<file path="src/rtl/axi4_slave_mem_bridge_pkg.sv">
// Shared AXI4 constants, FSM state types and burst helper functions for the
// slave memory bridge and its burst trackers.
package axi4_slave_mem_bridge_pkg;

  localparam logic [1:0] AXI4_BURST_FIXED = 2'b00;
  localparam logic [1:0] AXI4_BURST_INCR  = 2'b01;
  localparam logic [1:0] AXI4_BURST_WRAP  = 2'b10;
  localparam logic [1:0] AXI4_BURST_RSVD  = 2'b11;

  localparam logic [1:0] AXI4_RESP_OKAY   = 2'b00;
  localparam logic [1:0] AXI4_RESP_EXOKAY = 2'b01;
  localparam logic [1:0] AXI4_RESP_SLVERR = 2'b10;
  localparam logic [1:0] AXI4_RESP_DECERR = 2'b11;

  localparam int AXI4_MAX_BURST_LEN = 256;

  typedef enum logic [1:0] {
    ST_AXI_SLAVE_WRITE_IDLE,
    ST_AXI_SLAVE_WRITE_DATA,
    ST_AXI_SLAVE_WRITE_RESP
  } st_axi4_slave_write_t;

  typedef enum logic [1:0] {
    ST_AXI_SLAVE_READ_IDLE,
    ST_AXI_SLAVE_READ_FETCH,
    ST_AXI_SLAVE_READ_WAIT,
    ST_AXI_SLAVE_READ_VALID
  } st_axi4_slave_read_t;

  // Address of the next beat. Works on a 64-bit container; callers truncate
  // to their own address width, which gives the modulo-2^ADDR_W wrap.
  // Only INCR moves; FIXED and the error burst types hold the address.
  function automatic logic [63:0] axi4_next_addr(input logic [63:0] addr,
                                                 input logic [2:0]  size,
                                                 input logic [1:0]  burst);
    logic [63:0] step;
    step = 64'd1 << size;
    if (burst == AXI4_BURST_INCR) begin
      return (addr & ~(step - 64'd1)) + step;
    end
    return addr;
  endfunction

  // WRAP is not supported by this slave, reserved is illegal, and a beat
  // wider than the data bus cannot be served.
  function automatic logic axi4_burst_err(input logic [1:0] burst,
                                          input logic [2:0] size,
                                          input logic [2:0] data_bytes_log2);
    return (burst == AXI4_BURST_WRAP) || (burst == AXI4_BURST_RSVD) ||
           (size > data_bytes_log2);
  endfunction

endpackage

</file>
<file path="src/rtl/axi4_slave_mem_bridge_if.sv">
// AXI4 (full) bus bundle between an interconnect master and the bridge.
interface axi4_slave_mem_bridge_if #(
  parameter int ID_W   = 4,
  parameter int ADDR_W = 32,
  parameter int DATA_W = 32
) ();

  logic [ID_W-1:0]     awid;
  logic [ADDR_W-1:0]   awaddr;
  logic [7:0]          awlen;
  logic [2:0]          awsize;
  logic [1:0]          awburst;
  logic                awvalid;
  logic                awready;

  logic [DATA_W-1:0]   wdata;
  logic [DATA_W/8-1:0] wstrb;
  logic                wlast;
  logic                wvalid;
  logic                wready;

  logic [ID_W-1:0]     bid;
  logic [1:0]          bresp;
  logic                bvalid;
  logic                bready;

  logic [ID_W-1:0]     arid;
  logic [ADDR_W-1:0]   araddr;
  logic [7:0]          arlen;
  logic [2:0]          arsize;
  logic [1:0]          arburst;
  logic                arvalid;
  logic                arready;

  logic [ID_W-1:0]     rid;
  logic [DATA_W-1:0]   rdata;
  logic [1:0]          rresp;
  logic                rlast;
  logic                rvalid;
  logic                rready;

  modport master (
    output awid, awaddr, awlen, awsize, awburst, awvalid, input awready,
    output wdata, wstrb, wlast, wvalid, input wready,
    input  bid, bresp, bvalid, output bready,
    output arid, araddr, arlen, arsize, arburst, arvalid, input arready,
    input  rid, rdata, rresp, rlast, rvalid, output rready
  );

  modport slave (
    input  awid, awaddr, awlen, awsize, awburst, awvalid, output awready,
    input  wdata, wstrb, wlast, wvalid, output wready,
    output bid, bresp, bvalid, input bready,
    input  arid, araddr, arlen, arsize, arburst, arvalid, output arready,
    output rid, rdata, rresp, rlast, rvalid, input rready
  );

endinterface

</file>
<file path="src/rtl/axi4_slave_burst_tracker.sv">
// Holds one accepted AW or AR request and walks it beat by beat: current
// address, beat index and whether the current beat is the last one.
module axi4_slave_burst_tracker
  import axi4_slave_mem_bridge_pkg::*;
#(
  parameter int ID_W   = 4,
  parameter int ADDR_W = 32,
  parameter int DATA_W = 32
) (
  input  logic              clk,
  input  logic              rst_n,
  input  logic              load,
  input  logic              advance,
  input  logic [ID_W-1:0]   req_id,
  input  logic [ADDR_W-1:0] req_addr,
  input  logic [7:0]        req_len,
  input  logic [2:0]        req_size,
  input  logic [1:0]        req_burst,
  output logic              req_err,
  output logic [ID_W-1:0]   id,
  output logic [ADDR_W-1:0] addr,
  output logic              last,
  output logic              err
);

  localparam int         BEAT_W          = $clog2(AXI4_MAX_BURST_LEN);
  localparam logic [2:0] DATA_BYTES_LOG2 = 3'($clog2(DATA_W / 8));

  logic [ID_W-1:0]   id_q,    id_d;
  logic [ADDR_W-1:0] addr_q,  addr_d;
  logic [7:0]        len_q,   len_d;
  logic [2:0]        size_q,  size_d;
  logic [1:0]        burst_q, burst_d;
  logic [BEAT_W-1:0] beat_q,  beat_d;
  logic              err_q,   err_d;

  // Error classification of the request on the bus, before it is latched,
  // so the owning FSM can branch in the handshake cycle.
  assign req_err = axi4_burst_err(req_burst, req_size, DATA_BYTES_LOG2);

  // Next request context: a load restarts the walk, an advance steps one beat.
  always_comb begin
    id_d    = id_q;
    addr_d  = addr_q;
    len_d   = len_q;
    size_d  = size_q;
    burst_d = burst_q;
    beat_d  = beat_q;
    err_d   = err_q;
    if (load) begin
      id_d    = req_id;
      addr_d  = req_addr;
      len_d   = req_len;
      size_d  = req_size;
      burst_d = req_burst;
      beat_d  = '0;
      err_d   = req_err;
    end else if (advance) begin
      addr_d = ADDR_W'(axi4_next_addr(64'(addr_q), size_q, burst_q));
      beat_d = beat_q + 1'b1;
    end
  end

  // Request context registers.
  always_ff @(posedge clk or negedge rst_n) begin
    if (!rst_n) begin
      id_q    <= '0;
      addr_q  <= '0;
      len_q   <= '0;
      size_q  <= '0;
      burst_q <= '0;
      beat_q  <= '0;
      err_q   <= 1'b0;
    end else begin
      id_q    <= id_d;
      addr_q  <= addr_d;
      len_q   <= len_d;
      size_q  <= size_d;
      burst_q <= burst_d;
      beat_q  <= beat_d;
      err_q   <= err_d;
    end
  end

  assign id   = id_q;
  assign addr = addr_q;
  assign last = (beat_q == len_q);
  assign err  = err_q;

endmodule

</file>
<file path="src/rtl/axi4_slave_mem_bridge.sv">
// AXI4 slave that splits bursts into single-beat accesses on a simple
// dual-port memory. Write and read sides are independent FSMs, each with
// its own burst tracker.
module axi4_slave_mem_bridge
  import axi4_slave_mem_bridge_pkg::*;
#(
  parameter int ID_W   = 4,
  parameter int ADDR_W = 32,
  parameter int DATA_W = 32
) (
  input  logic                 clk,
  input  logic                 rst_n,
  axi4_slave_mem_bridge_if.slave s_axi,
  output logic                 mem_we,
  output logic [ADDR_W-1:0]    mem_waddr,
  output logic [DATA_W-1:0]    mem_wdata,
  output logic [DATA_W/8-1:0]  mem_wstrb,
  output logic                 mem_rreq,
  output logic [ADDR_W-1:0]    mem_raddr,
  input  logic [DATA_W-1:0]    mem_rdata,
  input  logic                 mem_rvalid
);

  // ---------------- write side ----------------
  st_axi4_slave_write_t wst_q, wst_d;
  logic                 w_mismatch_q, w_mismatch_d;
  logic                 aw_hs, w_hs;
  logic                 wtr_req_err, wtr_last, wtr_err;
  logic [ID_W-1:0]      wtr_id;
  logic [ADDR_W-1:0]    wtr_addr;

  axi4_slave_burst_tracker #(.ID_W(ID_W), .ADDR_W(ADDR_W), .DATA_W(DATA_W)) u_wtrack (
    .clk       (clk),
    .rst_n     (rst_n),
    .load      (aw_hs),
    .advance   (w_hs),
    .req_id    (s_axi.awid),
    .req_addr  (s_axi.awaddr),
    .req_len   (s_axi.awlen),
    .req_size  (s_axi.awsize),
    .req_burst (s_axi.awburst),
    .req_err   (wtr_req_err),
    .id        (wtr_id),
    .addr      (wtr_addr),
    .last      (wtr_last),
    .err       (wtr_err)
  );

  // Write FSM state and wlast-mismatch flag registers.
  always_ff @(posedge clk or negedge rst_n) begin
    if (!rst_n) begin
      wst_q        <= ST_AXI_SLAVE_WRITE_IDLE;
      w_mismatch_q <= 1'b0;
    end else begin
      wst_q        <= wst_d;
      w_mismatch_q <= w_mismatch_d;
    end
  end

  // Write next state: the beat counter, not wlast, decides when data ends.
  always_comb begin
    wst_d        = wst_q;
    w_mismatch_d = w_mismatch_q;
    case (wst_q)
      ST_AXI_SLAVE_WRITE_IDLE: begin
        if (aw_hs) begin
          wst_d        = ST_AXI_SLAVE_WRITE_DATA;
          w_mismatch_d = 1'b0;
        end
      end
      ST_AXI_SLAVE_WRITE_DATA: begin
        if (w_hs) begin
          if (s_axi.wlast != wtr_last) w_mismatch_d = 1'b1;
          if (wtr_last) wst_d = ST_AXI_SLAVE_WRITE_RESP;
        end
      end
      ST_AXI_SLAVE_WRITE_RESP: begin
        if (s_axi.bready) wst_d = ST_AXI_SLAVE_WRITE_IDLE;
      end
      default: wst_d = ST_AXI_SLAVE_WRITE_IDLE;
    endcase
  end

  // Write outputs: memory write is combinational with the W handshake.
  always_comb begin
    s_axi.awready = (wst_q == ST_AXI_SLAVE_WRITE_IDLE);
    s_axi.wready  = (wst_q == ST_AXI_SLAVE_WRITE_DATA);
    s_axi.bvalid  = (wst_q == ST_AXI_SLAVE_WRITE_RESP);
    s_axi.bid     = wtr_id;
    s_axi.bresp   = AXI4_RESP_OKAY;
    if ((wst_q == ST_AXI_SLAVE_WRITE_RESP) && (wtr_err || w_mismatch_q)) begin
      s_axi.bresp = AXI4_RESP_SLVERR;
    end
    aw_hs     = s_axi.awvalid && s_axi.awready;
    w_hs      = s_axi.wvalid && s_axi.wready;
    mem_we    = w_hs && !wtr_err;
    mem_waddr = wtr_addr;
    mem_wdata = s_axi.wdata;
    mem_wstrb = s_axi.wstrb;
  end

  // ---------------- read side ----------------
  st_axi4_slave_read_t  rst_q, rst_d;
  logic [DATA_W-1:0]    rdata_q, rdata_d;
  logic [1:0]           rresp_q, rresp_d;
  logic                 ar_hs, r_adv;
  logic                 rtr_req_err, rtr_last, rtr_err;
  logic [ID_W-1:0]      rtr_id;
  logic [ADDR_W-1:0]    rtr_addr;

  axi4_slave_burst_tracker #(.ID_W(ID_W), .ADDR_W(ADDR_W), .DATA_W(DATA_W)) u_rtrack (
    .clk       (clk),
    .rst_n     (rst_n),
    .load      (ar_hs),
    .advance   (r_adv),
    .req_id    (s_axi.arid),
    .req_addr  (s_axi.araddr),
    .req_len   (s_axi.arlen),
    .req_size  (s_axi.arsize),
    .req_burst (s_axi.arburst),
    .req_err   (rtr_req_err),
    .id        (rtr_id),
    .addr      (rtr_addr),
    .last      (rtr_last),
    .err       (rtr_err)
  );

  // Read FSM state and captured response registers.
  always_ff @(posedge clk or negedge rst_n) begin
    if (!rst_n) begin
      rst_q   <= ST_AXI_SLAVE_READ_IDLE;
      rdata_q <= '0;
      rresp_q <= AXI4_RESP_OKAY;
    end else begin
      rst_q   <= rst_d;
      rdata_q <= rdata_d;
      rresp_q <= rresp_d;
    end
  end

  // Read next state: error bursts never touch memory and stream zero beats.
  always_comb begin
    rst_d   = rst_q;
    rdata_d = rdata_q;
    rresp_d = rresp_q;
    case (rst_q)
      ST_AXI_SLAVE_READ_IDLE: begin
        if (ar_hs) begin
          if (rtr_req_err) begin
            rst_d   = ST_AXI_SLAVE_READ_VALID;
            rdata_d = '0;
            rresp_d = AXI4_RESP_SLVERR;
          end else begin
            rst_d = ST_AXI_SLAVE_READ_FETCH;
          end
        end
      end
      ST_AXI_SLAVE_READ_FETCH: rst_d = ST_AXI_SLAVE_READ_WAIT;
      ST_AXI_SLAVE_READ_WAIT: begin
        if (mem_rvalid) begin
          rdata_d = mem_rdata;
          rresp_d = AXI4_RESP_OKAY;
          rst_d   = ST_AXI_SLAVE_READ_VALID;
        end
      end
      ST_AXI_SLAVE_READ_VALID: begin
        if (s_axi.rready) begin
          if (rtr_last)     rst_d = ST_AXI_SLAVE_READ_IDLE;
          else if (!rtr_err) rst_d = ST_AXI_SLAVE_READ_FETCH;
        end
      end
      default: rst_d = ST_AXI_SLAVE_READ_IDLE;
    endcase
  end

  // Read outputs: rlast follows the tracker, which only moves on a handshake,
  // so it stays stable for as long as rvalid waits on rready.
  always_comb begin
    s_axi.arready = (rst_q == ST_AXI_SLAVE_READ_IDLE);
    s_axi.rvalid  = (rst_q == ST_AXI_SLAVE_READ_VALID);
    s_axi.rid     = rtr_id;
    s_axi.rdata   = rdata_q;
    s_axi.rresp   = rresp_q;
    s_axi.rlast   = s_axi.rvalid && rtr_last;
    ar_hs         = s_axi.arvalid && s_axi.arready;
    r_adv         = s_axi.rvalid && s_axi.rready && !rtr_last;
    mem_rreq      = (rst_q == ST_AXI_SLAVE_READ_FETCH);
    mem_raddr     = rtr_addr;
  end

endmodule

</file>
<file path="src/flat_wrapper.sv">
// flat-port wrapper written by rule: the top's interface ports become plain ports
module axi4_slave_mem_bridge_flat import axi4_slave_mem_bridge_pkg::*;
#(
  parameter int ID_W   = 4,
  parameter int ADDR_W = 32,
  parameter int DATA_W = 32
)
  (clk, rst_n, mem_we, mem_waddr, mem_wdata, mem_wstrb, mem_rreq, mem_raddr, mem_rdata, mem_rvalid, s_axi_awid, s_axi_awaddr, s_axi_awlen, s_axi_awsize, s_axi_awburst, s_axi_awvalid, s_axi_awready, s_axi_wdata, s_axi_wstrb, s_axi_wlast, s_axi_wvalid, s_axi_wready, s_axi_bid, s_axi_bresp, s_axi_bvalid, s_axi_bready, s_axi_arid, s_axi_araddr, s_axi_arlen, s_axi_arsize, s_axi_arburst, s_axi_arvalid, s_axi_arready, s_axi_rid, s_axi_rdata, s_axi_rresp, s_axi_rlast, s_axi_rvalid, s_axi_rready);
  axi4_slave_mem_bridge_if #(.ID_W(ID_W), .ADDR_W(ADDR_W), .DATA_W(DATA_W)) s_axi_i ();
  input  logic clk;
  input  logic rst_n;
  output logic mem_we;
  output logic [ADDR_W-1:0] mem_waddr;
  output logic [DATA_W-1:0] mem_wdata;
  output logic [DATA_W/8-1:0] mem_wstrb;
  output logic mem_rreq;
  output logic [ADDR_W-1:0] mem_raddr;
  input  logic [DATA_W-1:0] mem_rdata;
  input  logic mem_rvalid;
  input wire logic [$bits(s_axi_i.awid)-1:0] s_axi_awid;
  input wire logic [$bits(s_axi_i.awaddr)-1:0] s_axi_awaddr;
  input wire logic [$bits(s_axi_i.awlen)-1:0] s_axi_awlen;
  input wire logic [$bits(s_axi_i.awsize)-1:0] s_axi_awsize;
  input wire logic [$bits(s_axi_i.awburst)-1:0] s_axi_awburst;
  input wire logic [$bits(s_axi_i.awvalid)-1:0] s_axi_awvalid;
  output wire logic [$bits(s_axi_i.awready)-1:0] s_axi_awready;
  input wire logic [$bits(s_axi_i.wdata)-1:0] s_axi_wdata;
  input wire logic [$bits(s_axi_i.wstrb)-1:0] s_axi_wstrb;
  input wire logic [$bits(s_axi_i.wlast)-1:0] s_axi_wlast;
  input wire logic [$bits(s_axi_i.wvalid)-1:0] s_axi_wvalid;
  output wire logic [$bits(s_axi_i.wready)-1:0] s_axi_wready;
  output wire logic [$bits(s_axi_i.bid)-1:0] s_axi_bid;
  output wire logic [$bits(s_axi_i.bresp)-1:0] s_axi_bresp;
  output wire logic [$bits(s_axi_i.bvalid)-1:0] s_axi_bvalid;
  input wire logic [$bits(s_axi_i.bready)-1:0] s_axi_bready;
  input wire logic [$bits(s_axi_i.arid)-1:0] s_axi_arid;
  input wire logic [$bits(s_axi_i.araddr)-1:0] s_axi_araddr;
  input wire logic [$bits(s_axi_i.arlen)-1:0] s_axi_arlen;
  input wire logic [$bits(s_axi_i.arsize)-1:0] s_axi_arsize;
  input wire logic [$bits(s_axi_i.arburst)-1:0] s_axi_arburst;
  input wire logic [$bits(s_axi_i.arvalid)-1:0] s_axi_arvalid;
  output wire logic [$bits(s_axi_i.arready)-1:0] s_axi_arready;
  output wire logic [$bits(s_axi_i.rid)-1:0] s_axi_rid;
  output wire logic [$bits(s_axi_i.rdata)-1:0] s_axi_rdata;
  output wire logic [$bits(s_axi_i.rresp)-1:0] s_axi_rresp;
  output wire logic [$bits(s_axi_i.rlast)-1:0] s_axi_rlast;
  output wire logic [$bits(s_axi_i.rvalid)-1:0] s_axi_rvalid;
  input wire logic [$bits(s_axi_i.rready)-1:0] s_axi_rready;
  assign s_axi_i.awid = s_axi_awid;
  assign s_axi_i.awaddr = s_axi_awaddr;
  assign s_axi_i.awlen = s_axi_awlen;
  assign s_axi_i.awsize = s_axi_awsize;
  assign s_axi_i.awburst = s_axi_awburst;
  assign s_axi_i.awvalid = s_axi_awvalid;
  assign s_axi_awready = s_axi_i.awready;
  assign s_axi_i.wdata = s_axi_wdata;
  assign s_axi_i.wstrb = s_axi_wstrb;
  assign s_axi_i.wlast = s_axi_wlast;
  assign s_axi_i.wvalid = s_axi_wvalid;
  assign s_axi_wready = s_axi_i.wready;
  assign s_axi_bid = s_axi_i.bid;
  assign s_axi_bresp = s_axi_i.bresp;
  assign s_axi_bvalid = s_axi_i.bvalid;
  assign s_axi_i.bready = s_axi_bready;
  assign s_axi_i.arid = s_axi_arid;
  assign s_axi_i.araddr = s_axi_araddr;
  assign s_axi_i.arlen = s_axi_arlen;
  assign s_axi_i.arsize = s_axi_arsize;
  assign s_axi_i.arburst = s_axi_arburst;
  assign s_axi_i.arvalid = s_axi_arvalid;
  assign s_axi_arready = s_axi_i.arready;
  assign s_axi_rid = s_axi_i.rid;
  assign s_axi_rdata = s_axi_i.rdata;
  assign s_axi_rresp = s_axi_i.rresp;
  assign s_axi_rlast = s_axi_i.rlast;
  assign s_axi_rvalid = s_axi_i.rvalid;
  assign s_axi_i.rready = s_axi_rready;
  axi4_slave_mem_bridge #(.ID_W(ID_W), .ADDR_W(ADDR_W), .DATA_W(DATA_W)) u_core (.clk(clk), .rst_n(rst_n), .s_axi(s_axi_i), .mem_we(mem_we), .mem_waddr(mem_waddr), .mem_wdata(mem_wdata), .mem_wstrb(mem_wstrb), .mem_rreq(mem_rreq), .mem_raddr(mem_raddr), .mem_rdata(mem_rdata), .mem_rvalid(mem_rvalid));
endmodule
</file>
<file path="config.mk">
export PLATFORM = sky130hd
export DESIGN_NAME = axi4_slave_mem_bridge_flat
export DESIGN_NICKNAME = d
export VERILOG_FILES = /design/src/rtl/axi4_slave_mem_bridge_pkg.sv /design/src/rtl/axi4_slave_mem_bridge_if.sv /design/src/rtl/axi4_slave_burst_tracker.sv /design/src/rtl/axi4_slave_mem_bridge.sv /design/src/flat_wrapper.sv
export SDC_FILE = /design/constraint.sdc
export NUM_CORES = 1
export LEC_CHECK = 0
export CELL_PAD_IN_SITES_DETAIL_PLACEMENT = 2
export CELL_PAD_IN_SITES_GLOBAL_PLACEMENT = 2
export CORE_AREA = 2 2 183 185
export DETAILED_ROUTE_END_ITERATION = 8
export DIE_AREA = 0 0 185 187
export PLACE_DENSITY = 0.82
export SLEW_MARGIN = 20
export SYNTH_ARGS = -nofsm -noshare
export SYNTH_HDL_FRONTEND = slang
export SYNTH_SLANG_ARGS = --single-unit
</file>
<file path="constraint.sdc">
create_clock -name clk -period 6.7 [get_ports clk]
set_input_delay 1.005 -clock clk [delete_from_list [all_inputs] [get_ports clk]]
set_output_delay 1.005 -clock clk [all_outputs]
set_load 0.01 [all_outputs]
</file>
==> flow_metrics.env, run 1 <==
export IMPL_whs_endpoint="u_core.u_rtrack.id[3]"
export IMPL_netlist_top_cells_area="dfrtp_1, nand2_1, buf_4"
export IMPL_antenna_cells=0
export IMPL_detail_route_vias_per_cell=5.228
export IMPL_startpoint="u_core.u_rtrack.size_q[1]"
export IMPL_use_met3_pct=4.576
export IMPL_power_density_mw_per_mm2=433.2
export IMPL_leftover_overflow_at_the_end_of_global_routing=0
export IMPL_slowest_delay_ns=0.82
export IMPL_clk_insertion_delay_late_ns=0.45
export IMPL_totalNegativeSetupSlack_ns=0
export IMPL_synth_cell_area_sq_mm=0.009036
export IMPL_dr_first_iter_drc_count=398
export IMPL_run_status="completed"
export IMPL_count_of_different_cell_masters_after_synthesis=84
export IMPL_track_usage_pct=19.38
export IMPL_numClockSinks=154
export IMPL_gr_usage_met1_pct=25.55
export IMPL_synthesized_area_divided_by_synthesized_cell_count_sq_um=8.885
export IMPL_place_gp_congestion=0.7820
export IMPL_placementRows=67
export IMPL_clk_pin_slew_ns=0.07
export IMPL_async_flop_share_pct=100.0
export IMPL_worst_slew_pin_transition_ns=0.9753
export IMPL_cp_max_fo=25
export IMPL_synthDominantCellAreaShare_pct=42.65
export IMPL_postRouteAntennaNets=0
export IMPL_critical_path_endpoint_type="flop"
export IMPL_critPathSlowestCell="dfrtp_1"
export IMPL_final_hold_violations=0
export IMPL_worstReg2RegStart="u_core.u_rtrack.size_q[1]"
export IMPL_post_cts_resize_count=0
export IMPL_synth_edff_count=0
export IMPL_grt_first_pass_wirelength_um=53520
export IMPL_clock_root_buffer="clkbuf_16"
export IMPL_criticalPathCategory="reg -> reg"
export IMPL_gr_usage_met2_pct=32.01
export IMPL_buffer_ports_inserted=252
export IMPL_clock_tree_from_tritoncts="yes"
export IMPL_synth_warnings=0
export IMPL_area_growth_synth_to_final_pct=35.35
export IMPL_ioPinCount=327
export IMPL_fin_nets=1392
export IMPL_die_h_um=187
export IMPL_grt_pass1_vias=9517
export IMPL_ys_ff_latch=154
export IMPL_critical_path_most_common_cell="ha_1"
export IMPL_numCtsBuffers=17
export IMPL_critPathRequiredTime_ns=7.06
export IMPL_floorplan_initialDensity_pct=27.50
export IMPL_crit_family="simple AND/OR/NAND/NOR gates"
export IMPL_critical_path_n_buffers_inverters=1
export IMPL_worst_r2r_endpoint="u_core.u_rtrack.addr[19]"
export IMPL_grt_most_used_layer="met2"
export IMPL_first_pass_iters=4
export IMPL_total_power_mw=5.299
export IMPL_regToRegSetupSlack_ns=2.94
export IMPL_timing_hold_worst_path_depth=2
export IMPL_synth_largest_area_cell="dfrtp_1"
export IMPL_hp_start="u_core.u_rtrack.id[3]"
export IMPL_min_clock_period_post_route_ns=3.755
export IMPL_detail_route_wirelength_um=32940
export IMPL_r2r_worst_path_cells=10
export IMPL_synth_yosys_seq_area_share_pct=42.65
export IMPL_vias=8699
export IMPL_ctsHoldBuffers=0
export IMPL_achievable_frequency_mhz=266.3
export IMPL_drt_drc_violations_left=0
export IMPL_number_of_maximum_capacitance_violations=0
export IMPL_die_area_sq_mm=0.03460
export IMPL_whs_ns=0.4797
export IMPL_maxSlewHeadroom_pct=34.98
export IMPL_dp_hpwl_um=23350
export IMPL_detail_route_wl_per_cell_um=19.80
export IMPL_cp_data_arrival_time_ns=4.12
export IMPL_die_width_um=185
export IMPL_post_cts_buffers=0
export IMPL_design_core_area_sq_mm=0.03286
export IMPL_cts_max_level=4
export IMPL_placed_cells_incl_taps=1632
export IMPL_share_of_final_layout_standard_cells_stronger_than_drive_strength_1_pct=5.345
export IMPL_netlist_instances=1017
export IMPL_critical_path_cell_chain="and3_1 > inv_1 > ha_1 > and2_1 > ha_1 > nor2_1 > nor3_1 > o211ai_1 > or4_1 > a31oi_1"
export IMPL_synth_main_ff_cell="dfrtp_1"
export IMPL_period_share_pct=56.05
export IMPL_worstSetupStartpointType="flop"
export IMPL_fin_worst_skew_ns=0.01431
export IMPL_number_of_buffers_between_clock_root_and_the_deepest_sink=2
export IMPL_p_leak_nw=5.039
export IMPL_grt_max_degree=86
export IMPL_setup_repair_after_global_routing_missed_its_margin="false"
export IMPL_finish_cell_count_without_fillers=1664
export IMPL_max_vdd_ir_drop_v=0.0001812
export IMPL_number_of_max_slew_violations_in_the_final_report=0
export IMPL_min_delay_path_class="reg -> reg"
export IMPL_finalSetupViolations=0
export IMPL_initial_antenna_violation_count=2
per-layer routing:
layer | part of all wire, % | vias up
met5 | 0 | -
met4 | 1.1 | 0
li1 | - | 4010
met2 | 48 | 219
met1 | 45 | 4447
met3 | 5.4 | 23
final cells by class:
cell class	instances	area, sq um
sequential	154	3854
clock buffer	17	425.4
clock inverter	15	153.9
inverter	20	75.07
fill	3631	20630
tap	448	560.5
timing repair buffer	260	2587
multi-input combinational	750	4574
synthesized netlist by cell type (13+ instances only):
library cell and count:
or3_1 15, a21oi_1 33, o31ai_1 13, xnor2_1 20, buf_4 39, dfrtp_1 154, or4_1 19, nand2_1 177
nand4_1 18, inv_1 20, and3_1 28, o21ai_0 43, a31oi_1 24, a22o_1 33, o211ai_1 22, nand3_1 37
ha_1 14, nor2_1 73, clkbuf_1 32, xor2_1 24
metrics by stage:
step | area, sq um | worst slack [ns] | util (%)
after floorplan | 9040 | 3.520 | -
after global placement | 11650 | 3.240 | 35.44
after detailed placement | 11650 | 3.078 | 35.44
after CTS | 12230 | 2.965 | 37.21
after global routing | 12230 | 2.615 | 37.22
final | 12230 | 2.945 | 37.22
power breakdown:
part	switching [mW]	leakage (nW)	internal, mW
clock	0.465	0.281	0.526
combinational	1.22	2.86	1.22
sequential	0.548	1.90	1.32
sequential cells by signal, indices dropped and copies added (netlist names), 3 cells and up:
signal / count
u_core.u_rtrack.beat_q: 8
u_core.u_rtrack.addr: 32
u_core.u_wtrack.beat_q: 8
u_core.u_wtrack.size_q: 3
u_core.u_wtrack.id: 4
u_core.u_rtrack.len_q: 8
u_core.u_wtrack.len_q: 8
u_core.u_rtrack.size_q: 3
u_core.u_wtrack.addr: 32
u_core.u_rtrack.id: 4
u_core.s_axi.rdata: 32
cell usage in the layout (no fill, tap or decap), types with 5 or more instances in the layout:
master and count:
clkdlybuf4s50_1 251, nand2_1 176, dfrtp_1 154, nor2_1 73
o21ai_0 43, nand3_1 37, a21oi_1 33, a22o_1 33
and3_1 28, xor2_1 24, a31oi_1 24, o211ai_1 22
inv_1 20, xnor2_1 20, or4_1 19, nand4_1 18
clkbuf_16 17, or3_1 15, ha_1 14, o31ai_1 13
and2_1 10, nor3_1 10, a22oi_1 10, nor4_1 8
o311ai_0 8, a21o_1 7, buf_4 7, mux2i_1 6
inv_6 6, nor3b_1 5, nand3b_1 5, a211oi_1 5
worst min-delay path, stage by stage, from the launching register on:
cell and delay, ns:
dfrtp_1 0.35, nand2_1 0.05, nand2_1 0.05
logic make-up (layout without fill, tap and decap cells):
family	count (synthesis)	in the layout	share of synthesized area, %
muxes	6	6	0.6647
adders and majority gates	14	14	1.939
xor gates and xnor gates	44	44	4.265
other	1	2	0.04150
AOI/OAI and AO/OA	243	243	19.30
DFF	154	154	42.65
and+or+nand+nor	441	441	24.22
buffers and inverters	114	312	6.923
how the worst max path moves through the flow:
stage	endpoint	slack (ns)	depth (start not counted)
2_1_floorplan	u_core.u_rtrack.addr[29]	3.52	13
3_3_place_gp	u_core.u_rtrack.addr[19]	3.24	10
3_5_place_dp	u_core.u_rtrack.addr[19]	3.08	10
4_1_cts	u_core.u_rtrack.addr[19]	2.97	10
5_1_grt	u_core.u_rtrack.addr[19]	2.61	10
6_report	u_core.u_rtrack.addr[19]	2.94	10
No activity file was read; power rests on OpenSTA's default activity.
==> inputs of run 2 (changes only) <==
--- a/config.mk
+++ b/config.mk
@@ -7,10 +7,10 @@
 export LEC_CHECK = 0
 export CELL_PAD_IN_SITES_DETAIL_PLACEMENT = 2
 export CELL_PAD_IN_SITES_GLOBAL_PLACEMENT = 2
-export CORE_AREA = 2 2 183 185
+export CORE_AREA = 2 2 202 204
 export DETAILED_ROUTE_END_ITERATION = 8
-export DIE_AREA = 0 0 185 187
-export PLACE_DENSITY = 0.82
+export DIE_AREA = 0 0 204 206
+export PLACE_DENSITY = 0.71
 export SLEW_MARGIN = 20
 export SYNTH_ARGS = -nofsm -noshare
 export SYNTH_HDL_FRONTEND = slang
==> constraint.sdc (replaced) <==
create_clock -name clk -period 3.4 [get_ports clk]
set_input_delay 0.51 -clock clk [delete_from_list [all_inputs] [get_ports clk]]
set_output_delay 0.51 -clock clk [all_outputs]
set_load 0.01 [all_outputs]
==> flow_metrics.env, run 2 (same netlist as run 1, synthesis figures left out) <==
export IMPL_run_status="completed"
export IMPL_initial_antenna_violation_count=0
export IMPL_track_usage_pct=16.43
export IMPL_drt_drc_violations_left=0
export IMPL_postRouteAntennaNets=0
export IMPL_design_core_area_sq_mm=0.04018
export IMPL_power_density_mw_per_mm2=854.1
export IMPL_detail_route_vias_per_cell=4.896
export IMPL_numCtsBuffers=17
export IMPL_p_leak_nw=5.166
export IMPL_seqCellArea_sq_mm=0.003854
export IMPL_worstReg2RegStart="u_core.u_wtrack.size_q[2]"
export IMPL_detail_route_wirelength_um=34630
export IMPL_ioPinCount=327
export IMPL_total_power_mw=10.72
export IMPL_finalSetupViolations=0
export IMPL_numClockSinks=154
export IMPL_clk_pin_slew_ns=0.07
export IMPL_maxSlewHeadroom_pct=31.87
export IMPL_filler_cell_count=4487
export IMPL_number_of_max_slew_violations_in_the_final_report=0
export IMPL_number_of_maximum_capacitance_violations=0
export IMPL_worstSetupStartpointType="flop"
export IMPL_min_delay_path_class="in -> async"
export IMPL_criticalPathCategory="reg -> reg"
export IMPL_number_of_buffers_between_clock_root_and_the_deepest_sink=2
export IMPL_dp_hpwl_um=25350
export IMPL_postPlaceCellArea_sq_mm=0.01192
export IMPL_mostFrequentLayoutCell="clkdlybuf4s50_1"
export IMPL_detail_route_wl_per_cell_um=19.56
export IMPL_grt_first_pass_wirelength_um=54060
export IMPL_clock_tree_from_tritoncts="yes"
export IMPL_worst_r2r_endpoint="u_core.u_wtrack.addr[22]"
export IMPL_first_pass_iters=4
export IMPL_setup_repair_after_global_routing_missed_its_margin="false"
export IMPL_multi_input_comb_area_sq_mm=0.004579
export IMPL_die_area_sq_mm=0.04202
export IMPL_ctsHoldBuffers=0
export IMPL_vias=8670
export IMPL_die_width_um=204
export IMPL_leftover_overflow_at_the_end_of_global_routing=0
export IMPL_cp_data_arrival_time_ns=3.53
export IMPL_antenna_cells=0
export IMPL_min_clock_period_post_route_ns=3.153
export IMPL_final_hold_violations=0
export IMPL_max_vdd_ir_drop_v=0.0003720
export IMPL_fin_nets=1415
export IMPL_r2r_worst_path_cells=11
export IMPL_totalNegativeSetupSlack_ns=0
export IMPL_placementRows=74
export IMPL_clock_root_buffer="clkbuf_16"
export IMPL_place_gp_congestion=0.7931
export IMPL_final_cell_area_sq_mm=0.01255
export IMPL_period_share_pct=92.73
export IMPL_grt_max_degree=69
export IMPL_buffer_ports_inserted=252
export IMPL_cp_max_fo=14
export IMPL_achievable_frequency_mhz=317.2
export IMPL_area_growth_synth_to_final_pct=38.94
export IMPL_regToRegSetupSlack_ns=0.25
export IMPL_worst_slew_pin_transition_ns=1.018
export IMPL_critical_path_endpoint_type="flop"
export IMPL_grt_pass1_vias=9341
export IMPL_fin_worst_skew_ns=0.009093
export IMPL_share_of_final_layout_standard_cells_stronger_than_drive_strength_1_pct=6.941
export IMPL_dr_first_iter_drc_count=358
export IMPL_critPathRequiredTime_ns=3.77
export IMPL_final_cell_mix="clkdlybuf4s50_1, nand2_1, dfrtp_1"
export IMPL_die_h_um=206
export IMPL_floorplan_initialDensity_pct=22.49
export IMPL_cts_max_level=4
export IMPL_clk_insertion_delay_late_ns=0.44
## run 2: cell types whose count changed in the layout (fill, tap and decap cells not counted), moves of 2 or more
cell and delta:
bufinv_16 +2, inv_8 -2, clkbuf_1 +2, buf_4 +23
inv_6 -4
## run 2: routing by layer
layer	global-route usage (%)	vias up	share of wire, %
li1	-	4057	-
met2	27.79	211	48
met1	21.48	4384	46
met3	3.564	18	5.1
met4	3.597	0	0.92
met5	0	-	0
## run 2: critical path: stages, from the launching register on
cell and delay, ns:
dfrtp_1 0.58, and3_1 0.26, inv_1 0.05, ha_1 0.27
and2_1 0.14, ha_1 0.37, o21ai_0 0.14, o31a_1 0.30
inv_1 0.10, a22oi_1 0.24, or4_1 0.55, nand3_1 0.09
## run 2: worst max path at each step
stage / start / slack (ns) / endpoint
2_1_floorplan: u_core.u_rtrack.size_q[1] / 0.22 / u_core.u_rtrack.addr[29]
6_report: u_core.u_wtrack.size_q[2] / 0.25 / u_core.u_wtrack.addr[22]
3_3_place_gp: u_core.u_wtrack.size_q[2] / 0.43 / u_core.u_wtrack.addr[22]
3_5_place_dp: u_core.u_wtrack.size_q[0] / 0.32 / u_core.u_wtrack.addr[20]
4_1_cts: u_core.u_rtrack.size_q[2] / 0.26 / u_core.u_rtrack.addr[29]
5_1_grt: u_core.u_wtrack.size_q[2] / 0.04 / u_core.u_wtrack.addr[20]
## run 2: report_power, final
group / leakage, nW / switching [mW] / internal (mW)
sequential: 1.90 / 0.962 / 2.61
combinational: 2.98 / 2.60 / 2.49
clock: 0.293 / 0.875 / 1.19
## run 2: stage by stage
stage	std cells	utilization, %	setup slack (ns)	hold WS (ns)
after floorplan	1018	-	0.2203	0.2144
after global placement	1737	29.67	0.4284	0.4533
after detailed placement	1737	29.67	0.3170	0.4620
after CTS	1769	31.19	0.2625	0.08256
after global routing	1771	31.24	0.03965	0.09219
final	1771	31.24	0.2470	0.06206
## run 2: cell type report
| type | instances | share of cell area [%] |
|---|---|---|
| Multi-Input combinational cell | 750 | 36.48 |
| Sequential cell | 154 | 30.70 |
| Timing Repair Buffer | 283 | 22.06 |
| Tap cell | 532 | 5.302 |
| Clock buffer | 20 | 3.558 |
| Clock inverter | 12 | 1.316 |
| Inverter | 20 | 0.5980 |
## run 2: repair_timing
item / CTS / global route
endpoints found under the hold margin: 0 / 0
endpoints found under the setup margin: 0 / 4
setup buffers: 0 / 2
resized for setup: 0 / 1
==> inputs of run 3 (changes only) <==
--- a/config.mk
+++ b/config.mk
@@ -5,13 +5,10 @@
 export SDC_FILE = /design/constraint.sdc
 export NUM_CORES = 1
 export LEC_CHECK = 0
-export CELL_PAD_IN_SITES_DETAIL_PLACEMENT = 2
-export CELL_PAD_IN_SITES_GLOBAL_PLACEMENT = 2
-export CORE_AREA = 2 2 202 204
+export CORE_AREA = 2 2 152 154
 export DETAILED_ROUTE_END_ITERATION = 8
-export DIE_AREA = 0 0 204 206
-export PLACE_DENSITY = 0.71
-export SLEW_MARGIN = 20
+export DIE_AREA = 0 0 154 156
+export PLACE_DENSITY = 0.72
 export SYNTH_ARGS = -nofsm -noshare
 export SYNTH_HDL_FRONTEND = slang
 export SYNTH_SLANG_ARGS = --single-unit
==> flow_metrics.env, run 3 (same netlist as run 1, synthesis figures left out) <==
export IMPL_totalNegativeSetupSlack_ns=0
export IMPL_first_pass_iters=5
export IMPL_critPathRequiredTime_ns=3.76
export IMPL_seqCellArea_sq_mm=0.003854
export IMPL_timing_final_ws_setup_ns=0.2967
export IMPL_fin_worst_skew_ns=0.01337
export IMPL_grt_first_pass_wirelength_um=41890
export IMPL_min_clock_period_post_route_ns=3.103
export IMPL_numCtsBuffers=17
export IMPL_final_hold_violations=0
export IMPL_grt_pass1_vias=8029
export IMPL_clock_tree_from_tritoncts="yes"
export IMPL_startpoint="u_core.u_wtrack.size_q[2]"
export IMPL_die_area_sq_mm=0.02402
export IMPL_period_share_pct=91.27
export IMPL_final_cell_mix="clkdlybuf4s50_1, nand2_1, dfrtp_1"
export IMPL_use_met3_pct=5.806
export IMPL_ioPinCount=327
export IMPL_number_of_maximum_capacitance_violations=0
export IMPL_worst_slew_pin_transition_ns=0.8511
export IMPL_cp_max_fo=14
export IMPL_max_vdd_ir_drop_v=0.0004036
export IMPL_postPlaceCellArea_sq_mm=0.01160
export IMPL_initial_antenna_violation_count=0
export IMPL_share_of_final_layout_standard_cells_stronger_than_drive_strength_1_pct=6.796
export IMPL_detail_route_wirelength_um=26410
export IMPL_postRouteAntennaNets=0
export IMPL_place_gp_congestion=0.8495
export IMPL_detail_route_wl_per_cell_um=17.36
export IMPL_power_density_mw_per_mm2=843.6
export IMPL_regToRegSetupSlack_ns=0.30
export IMPL_setup_repair_after_global_routing_missed_its_margin="false"
export IMPL_ctsHoldBuffers=0
export IMPL_p_leak_nw=5.151
export IMPL_finish_cell_count_without_fillers=1521
export IMPL_buffer_ports_inserted=252
export IMPL_leftover_overflow_at_the_end_of_global_routing=0
export IMPL_fin_util_pct=54.64
export IMPL_cp_data_arrival_time_ns=3.47
export IMPL_placed_cells_incl_taps=1487
export IMPL_design_core_area_sq_mm=0.02237
export IMPL_critical_path_endpoint="u_core.u_wtrack.addr[23]"
export IMPL_final_cell_area_sq_mm=0.01222
export IMPL_worstSetupStartpointType="flop"
export IMPL_filler_cell_count=1992
export IMPL_placementRows=55
export IMPL_run_status="completed"
export IMPL_dp_hpwl_um=19060
export IMPL_post_cts_buffers=0
export IMPL_floorplan_initialDensity_pct=40.40
export IMPL_vias=8532
export IMPL_area_growth_synth_to_final_pct=35.23
export IMPL_finalSetupViolations=0
export IMPL_detail_route_vias_per_cell=5.609
export IMPL_number_of_buffers_between_clock_root_and_the_deepest_sink=2
export IMPL_multi_input_comb_area_sq_mm=0.004573
export IMPL_dr_first_iter_drc_count=531
export IMPL_fin_nets=1412
export IMPL_clk_insertion_delay_late_ns=0.43
export IMPL_drt_drc_violations_left=0
export IMPL_achievable_frequency_mhz=322.2
export IMPL_maxSlewHeadroom_pct=43.26
export IMPL_clk_pin_slew_ns=0.07
export IMPL_die_h_um=156
export IMPL_clock_root_buffer="clkbuf_16"
export IMPL_critical_path_endpoint_type="flop"
export IMPL_criticalPathCategory="reg -> reg"
export IMPL_place_worst_setup_slack_ns=0.3266
export IMPL_worstReg2RegStart="u_core.u_wtrack.size_q[2]"
export IMPL_number_of_max_slew_violations_in_the_final_report=0
export IMPL_antenna_cells=0
export IMPL_post_cts_resize_count=0
export IMPL_mostFrequentLayoutCell="clkdlybuf4s50_1"
export IMPL_grt_max_degree=66
export IMPL_numClockSinks=154
export IMPL_gr_usage_met2_pct=34.47
export IMPL_cts_max_level=4
export IMPL_gr_usage_met1_pct=28.30
export IMPL_worst_r2r_endpoint="u_core.u_wtrack.addr[23]"
export IMPL_track_usage_pct=21.59
export IMPL_min_delay_path_class="in -> async"
export IMPL_grt_most_used_layer="met2"
export IMPL_r2r_worst_path_cells=10
export IMPL_die_width_um=154
[run 3: cell types whose count changed in the layout (fill, tap and decap cells not counted), moves of 2 or more]
cell and change:
buf_4 -4, clkbuf_1 -2, clkinv_4 -2, clkinv_8 +5
inv_8 +3, bufinv_16 -3
[run 3: metrics by stage]
stage               hold slack, ns  total power, mW
floorplan                   0.2144            6.203
global placement            0.4494            8.275
detailed placement          0.4585            8.387
CTS                        0.09750            10.36
global route                0.1197            11.04
finish                     0.08173            10.31
[run 3: worst min path at each step]
stage / from / end / slack (ns) / cells past startpoint
after floorplan: rst_n / u_core.rst_q[0] / 0.21 / 0
after global placement: u_core.u_rtrack.burst_q[1] / u_core.u_rtrack.burst_q[1] / 0.45 / 2
after detailed placement: u_core.u_rtrack.burst_q[1] / u_core.u_rtrack.burst_q[1] / 0.46 / 2
after CTS: rst_n / u_core.u_rtrack.addr[10] / 0.1 / 1
after global routing: rst_n / u_core.u_rtrack.addr[10] / 0.12 / 1
final: rst_n / u_core.u_rtrack.addr[10] / 0.08 / 1
[run 3: layout make-up]
| class | count | share of cell area [%] |
|---|---|---|
| Inverter | 20 | 0.6144 |
| Clock buffer | 17 | 3.481 |
| Multi-Input combinational cell | 750 | 37.43 |
| Clock inverter | 15 | 1.444 |
| Tap cell | 285 | 2.918 |
| Sequential cell | 154 | 31.54 |
| Timing Repair Buffer | 280 | 22.58 |
[run 3: report_power, final]
| group | leakage (nW) | total [mW] | switching [mW] | internal (mW) |
|---|---|---|---|---|
| logic | 2.97 | 4.88 | 2.37 | 2.51 |
| clock network | 0.286 | 1.93 | 0.933 | 0.993 |
| registers | 1.90 | 3.50 | 0.895 | 2.61 |
| total | 5.15 | 10.3 | 4.20 | 6.11 |
[run 3: worst max-delay path: stages (launching register included)]
cell      delay [ns]
dfrtp_1         0.58
inv_1           0.20
nor3b_1         0.32
ha_1            0.32
o211ai_1        0.13
o221ai_1        0.20
o22a_1          0.24
o211ai_2        0.24
buf_4           0.26
or3b_2          0.46
nand3_1         0.08
[run 3: routing by layer]
metal | wire length [um] | share of wire, %
met2 | 12060 | 46
met4 | 662 | 2.5
met3 | 2266 | 8.6
met5 | 0 | 0
met1 | 11420 | 43
